File: src/rtl/rx_deserializer.sv
// rx_deserializer: UART receive data stage that sits behind the start-bit detector.
// After a de_strtbit pulse it samples each bit at mid-bit on the oversample clock.
// It collects DATA_BITS data bits LSB-first, then an optional parity bit, then the stop bit.
// At the stop-bit sample it presents the word with a one-cycle rx_valid strobe and the error flags.
//
// Ports:
//   clk         oversample clock, OVERSAMPLE cycles per bit
//   rst_n       asynchronous active-low reset
//   rx_datain   serial line, the same signal the detector samples (no synchroniser)
//   de_strtbit  1-cycle pulse from the detector when the start bit has ended
//   rx_data     received word, LSB = first data bit on the line
//   rx_valid    1-cycle strobe: rx_data and the flags have just been updated
//   parity_err  parity mismatch of the last frame (always 0 when PARITY_EN=0)
//   frame_err   stop bit of the last frame was sampled low
//   rx_busy     high from frame accept until the stop-bit sample
module rx_deserializer #(
  parameter int unsigned DATA_BITS  = 8,
  parameter int unsigned OVERSAMPLE = 16,
  parameter int unsigned PARITY_EN  = 0,
  parameter int unsigned PARITY_ODD = 0
) (
  input  logic                 clk,
  input  logic                 rst_n,
  input  logic                 rx_datain,
  input  logic                 de_strtbit,
  output logic [DATA_BITS-1:0] rx_data,
  output logic                 rx_valid,
  output logic                 parity_err,
  output logic                 frame_err,
  output logic                 rx_busy
);

  localparam int unsigned TICK_W = $clog2(OVERSAMPLE);
  localparam int unsigned BIT_W  = $clog2(DATA_BITS);

  // Sampling on the edge where tick_q holds OVERSAMPLE/2-1 places the first sample
  // OVERSAMPLE/2 edges after the accept edge, then one sample every OVERSAMPLE edges.
  localparam logic [TICK_W-1:0] TICK_MID  = TICK_W'(OVERSAMPLE / 2 - 1);
  localparam logic [TICK_W-1:0] TICK_LAST = TICK_W'(OVERSAMPLE - 1);
  localparam logic [BIT_W-1:0]  BIT_LAST  = BIT_W'(DATA_BITS - 1);
  localparam logic              PAR_EN    = (PARITY_EN != 0);
  localparam logic              PAR_ODD   = (PARITY_ODD != 0);

  typedef enum logic [1:0] {
    IDLE   = 2'd0,
    DATA   = 2'd1,
    PARITY = 2'd2,
    STOP   = 2'd3
  } state_t;

  state_t               state_q, state_n;
  logic [TICK_W-1:0]    tick_q, tick_n, tick_inc;
  logic [BIT_W-1:0]     bit_q, bit_n;
  logic [DATA_BITS-1:0] shift_q, shift_n;
  logic                 par_q, par_n;
  logic [DATA_BITS-1:0] data_n;
  logic                 valid_n, perr_n, ferr_n, busy_n;
  logic                 sample;

  // State and output registers
  always_ff @(posedge clk or negedge rst_n) begin
    if (!rst_n) begin
      state_q    <= IDLE;
      tick_q     <= '0;
      bit_q      <= '0;
      shift_q    <= '0;
      par_q      <= 1'b0;
      rx_data    <= '0;
      rx_valid   <= 1'b0;
      parity_err <= 1'b0;
      frame_err  <= 1'b0;
      rx_busy    <= 1'b0;
    end else begin
      state_q    <= state_n;
      tick_q     <= tick_n;
      bit_q      <= bit_n;
      shift_q    <= shift_n;
      par_q      <= par_n;
      rx_data    <= data_n;
      rx_valid   <= valid_n;
      parity_err <= perr_n;
      frame_err  <= ferr_n;
      rx_busy    <= busy_n;
    end
  end

  assign sample   = (tick_q == TICK_MID);
  assign tick_inc = (tick_q == TICK_LAST) ? '0 : tick_q + TICK_W'(1);

  // Next-state and next-output logic
  always_comb begin
    state_n = state_q;
    tick_n  = tick_q;
    bit_n   = bit_q;
    shift_n = shift_q;
    par_n   = par_q;
    data_n  = rx_data;
    valid_n = 1'b0;
    perr_n  = parity_err;
    ferr_n  = frame_err;
    busy_n  = rx_busy;

    case (state_q)
      IDLE: begin
        // Start pulses are only accepted here, so frames in flight are never restarted
        if (de_strtbit) begin
          state_n = DATA;
          tick_n  = '0;
          bit_n   = '0;
          par_n   = 1'b0;
          busy_n  = 1'b1;
        end
      end
      DATA: begin
        tick_n = tick_inc;
        if (sample) begin
          // Shift right and insert at the MSB; the word ends up right-aligned, LSB first
          shift_n = {rx_datain, shift_q[DATA_BITS-1:1]};
          if (bit_q == BIT_LAST) begin
            bit_n   = '0;
            state_n = PAR_EN ? PARITY : STOP;
          end else begin
            bit_n = bit_q + BIT_W'(1);
          end
        end
      end
      PARITY: begin
        tick_n = tick_inc;
        if (sample) begin
          par_n   = rx_datain ^ (^shift_q) ^ PAR_ODD;
          state_n = STOP;
        end
      end
      STOP: begin
        tick_n = tick_inc;
        // Finish mid-stop-bit so the detector's next start pulse is accepted immediately
        if (sample) begin
          data_n  = shift_q;
          valid_n = 1'b1;
          ferr_n  = ~rx_datain;
          perr_n  = PAR_EN & par_q;
          busy_n  = 1'b0;
          tick_n  = '0;
          state_n = IDLE;
        end
      end
      default: state_n = IDLE;
    endcase
  end

endmodule

File: config.mk
export PLATFORM = sky130hd
export DESIGN_NAME = rx_deserializer
export DESIGN_NICKNAME = d
export VERILOG_FILES = /design/src/rtl/rx_deserializer.sv
export SDC_FILE = /design/constraint.sdc
export NUM_CORES = 1
export LEC_CHECK = 0
export CORE_MARGIN = 1.5
export CORE_UTILIZATION = 54
export DETAILED_ROUTE_END_ITERATION = 7
export PLACE_DENSITY = 0.77
export SLEW_MARGIN = 25
export SYNTH_ARGS = -nofsm -noshare
export SYNTH_HDL_FRONTEND = slang
export SYNTH_SLANG_ARGS = --single-unit
File: constraint.sdc
create_clock -name clk -period 1.6 [get_ports clk]
set_input_delay 0.16 -clock clk [delete_from_list [all_inputs] [get_ports clk]]
set_output_delay 0.16 -clock clk [all_outputs]
set_load 0.02 [all_outputs]
==> out/metrics.yaml, run 1 <==
synthesis:
  yosysWarnings: 0
  netlist_top_cells_count: "nand2_1 (31), dfrtp_1 (28), ha_1 (8), mux2_2 (8)"
  edff_count_synth: 0
  yosys-top-cells-area: "dfrtp_1 (52%), nand2_1 (8.6%), ha_1 (7.4%)"
  postSynth.topFlopCell: "dfrtp_1"
  netlist_instances: 122
  synth-async-reset-ratio_pct: 100
  synthDominantCellAreaShare_pct: 51.9
  synth_compound_area_share_pct: 8.24
  ys_ff_latch: 28
  synth-seq-area-share_pct: 51.9
  synth_xor_xnor_area_share_pct: 0.648
  yosys.cell_count.top_type: "nand2_1"
  dominant_combinational_cell_family_by_area_after_synthesis: "simple AND/OR/NAND/NOR gates"
  synth_nets: 134
  synth_mux_area_share_pct: 10.0
  cell_type_with_the_largest_total_area_after_synthesis: "dfrtp_1"
  syn-cell-area_mm2: 0.00135
  post_synth_fa_ha_maj_area_fraction_pct: 7.41
  synth.avg_cell_area_um2: 11.1
  post_synth_and_or_nand_nor_area_fraction_pct: 17.2
  synth_cell_types: 33
timing:
  finalWorstPathRequiredPeriod_ns: 1.52
  final_report_max_slew_violation_count: 0
  finClkSkew_ns: 0.00756
  period_share_pct: 94.8
  fmaxAchievable_mhz: 659
  setup_viol_count_final: 0
  finalWorstSetupSlack_ns: 0.0832
  grt_setup_unrepaired: "false"
  finalHoldViolCount: 0
  timing.setup.tns_ns: 0
floorplan:
  floorplan.io_pins: 16
  overall_die_height_um: 53.0
  total_die_area_mm2: 0.00281
  row_count: 17
  initial_utilization_pct: 58.8
  core_region_area_mm2: 0.00230
  chip_width_um: 53.0
worst_setup_path:
  critPathTopFamily: "flip-flops"
  rr_startpoint: "tick_q[1]$_DFFE_PN0P_"
  cp-startpoint: "tick_q[1]$_DFFE_PN0P_"
  worstPathCellList: "ha_2 -> nand3b_4 -> a21oi_2 -> nand3_2 -> mux2_4"
  crit_buf_inv: 0
  cp_launch_type: "flop"
  count_of_cells_along_the_worst_register_to_register_path: 5
  rr_endpoint: "state_q[1]$_DFFE_PN0P_"
  required_ns: 1.81
  critical_path_class: "flop to flop"
  slowest_delay_ns: 0.43
  rrSetupSlack_ns: 0.08
  worst-path-max-fanout: 4
  endpoint_kind: "flop"
  worstPathArrival_ns: 1.73
  slowest_stage: "dfrtp_1"
routing:
  drt_iter0_drc: 10
  drc: 0
  wl_per_cell_um: 12.8
  antenna_violating_nets_post_route: 0
  drt_pass1_iterations: 3
  vias_per_cell: 5.34
  route.vias.total: 930
  wirelength_mm: 2.23
clock_network:
  skew_pair_late_insertion_delay_ns: 0.32
  cts_buffers: 3
  tritoncts: "yes"
  cts-root-to-sink-buffers: 2
  clock_sinks: 28
  cts_root_cell: "clkbuf_4"
  cts_max_level: 1
  clkSlewWorstSetupHoldPaths_ns: 0.15
  cts_hold_repair.buffers: 0
placed_design:
  pre_cts_ws_ns: 0.0291
  post-dp-hpwl_mm: 1.69
  io_buffer_count: 14
  dp.cells: 169
  dpl_cell_area_mm2: 0.00157
  place_congestion: 0.776
layout:
  num-nets-final: 159
  ff_latch_area_um2: 701
  antenna-diode-count: 0
  multi_input_area_um2: 612
  syn_to_final_growth_pct: 20.8
  layout.core_utilization_pct: 71.1
  stdcell_count: 174
  finish.instance_area_mm2: 0.00163
  n_fill_cell: 172
  final_layout_size_suffix_gt1_share_pct: 23.3
global_route:
  initial_antenna_violation_count: 0
  grt_first_pass_wirelength_mm: 3.86
  track_usage_pct: 19.3
  largest_net_degree_at_the_start_of_global_routing: 29
  gr-total-overflow: 0
  first_global_vias: 903
run:
  max-cap-violations: 0
power_and_ir_drop:
  max-vdd-ir-drop_uv: 540
  power_density_mw_per_mm2: 665
  p_leak_nw: 0.809
hold_path:
  hold_crit_path_type: "input port to asynchronous set/reset pin"
outcome:
  run_status: "finished clean"
==> worst max-delay path by stage <==
| stage | slack [ns] | to | cells after the start |
|---|---|---|---|
| global placement | 0.1 | state_q[1]$_DFFE_PN0P_ | 6 |
| floorplan | 0.09 | shift_q[0]$_DFFE_PN0P_ | 5 |
| finish | 0.08 | state_q[1]$_DFFE_PN0P_ | 5 |
| global route | 0.009 | state_q[1]$_DFFE_PN0P_ | 5 |
| CTS | 0.05 | state_q[1]$_DFFE_PN0P_ | 5 |
| detailed placement | 0.03 | tick_q[3]$_DFFE_PN0P_ | 6 |
==> timing repair <==
action | 4_1_cts | 5_1_grt
setup buffers | 0 | 1
gates resized for setup | 1 | 4
hold endpoints to repair | 0 | 0
pin swaps | 0 | 1
setup endpoints to repair | 1 | 4
==> sequential cells by signal, summed over array words and instances (netlist names) <==
| name | cells |
|---|---|
| rx_data | 8 |
| shift_q | 8 |
| tick_q | 4 |
| bit_q | 3 |
| state_q | 2 |
| frame_err | 1 |
| rx_busy | 1 |
| rx_valid | 1 |
==> through the flow <==
step / hold slack [ns] / power [W]
2_1_floorplan: -0.136 / 0.000739
3_3_place_gp: 0.445 / 0.000766
3_5_place_dp: 0.447 / 0.000766
4_1_cts: 0.203 / 0.00110
5_1_grt: 0.223 / 0.00113
6_report: 0.194 / 0.00109
==> cell type report <==
| type | count | share of cell area, % |
|---|---|---|
| inverters | 6 | 1.38 |
| clock buffers | 4 | 2.22 |
| repair buffers | 25 | 13.9 |
| well taps | 28 | 2.15 |
| multi-input cells | 83 | 37.5 |
| flip-flops and latches | 28 | 42.9 |
==> where the power goes <==
| group | switching, W | internal (W) |
|---|---|---|
| Sequential | 0.00000328 | 0.000713 |
| Combinational | 0.0000203 | 0.0000148 |
| Clock | 0.000195 | 0.000139 |
==> metal layers <==
| layer | wire length, µm | part of all wire (%) | track usage (%) |
|---|---|---|---|
| met3 | 42 | 1.9 | 2.54 |
| met2 | 1110 | 50 | 34.6 |
| met1 | 1050 | 47 | 23.1 |
| met4 | 26 | 1.2 | 7.69 |
| met5 | 0 | 0 | 0 |
==> logic make-up (layout without fill, tap and decap cells) <==
family,count (synthesis),after routing
compound gates,15,15
xor+xnor,1,1
fa+ha+maj,8,8
buf+inv,11,35
flops,28,28
mux,12,12
other cells,1,1
simple gates,46,46
==> cell usage in the layout (no fill, tap or decap), drive strengths merged <==
cell            n
nor2            5
clkbuf          4
nand3b          2
xnor2           1
inv             6
clkdlybuf4s50  14
nand4b          2
o21ai           4
a311oi          1
mux2i           3
nor2b           1
mux2            9
a211oi          1
a21o            1
ha              8
nand2          31
dfrtp          28
buf            11
a22o            1
o31ai           2
nand3           3
a221oi          2
or2             1
a21oi           2
and4b           1
a21boi          1
conb            1
Note: power is estimated with default switching activity, not from simulation.
==> inputs of run 2 (changes only) <==
--- a/config.mk
+++ b/config.mk
@@ -7,6 +7,7 @@
 export LEC_CHECK = 0
 export CORE_MARGIN = 1.5
 export CORE_UTILIZATION = 54
+export CTS_CLUSTER_SIZE = 30
 export DETAILED_ROUTE_END_ITERATION = 7
 export PLACE_DENSITY = 0.77
 export SLEW_MARGIN = 25
==> results of run 2 <==
Final layout, timing and power as in run 1 (identical DEF).
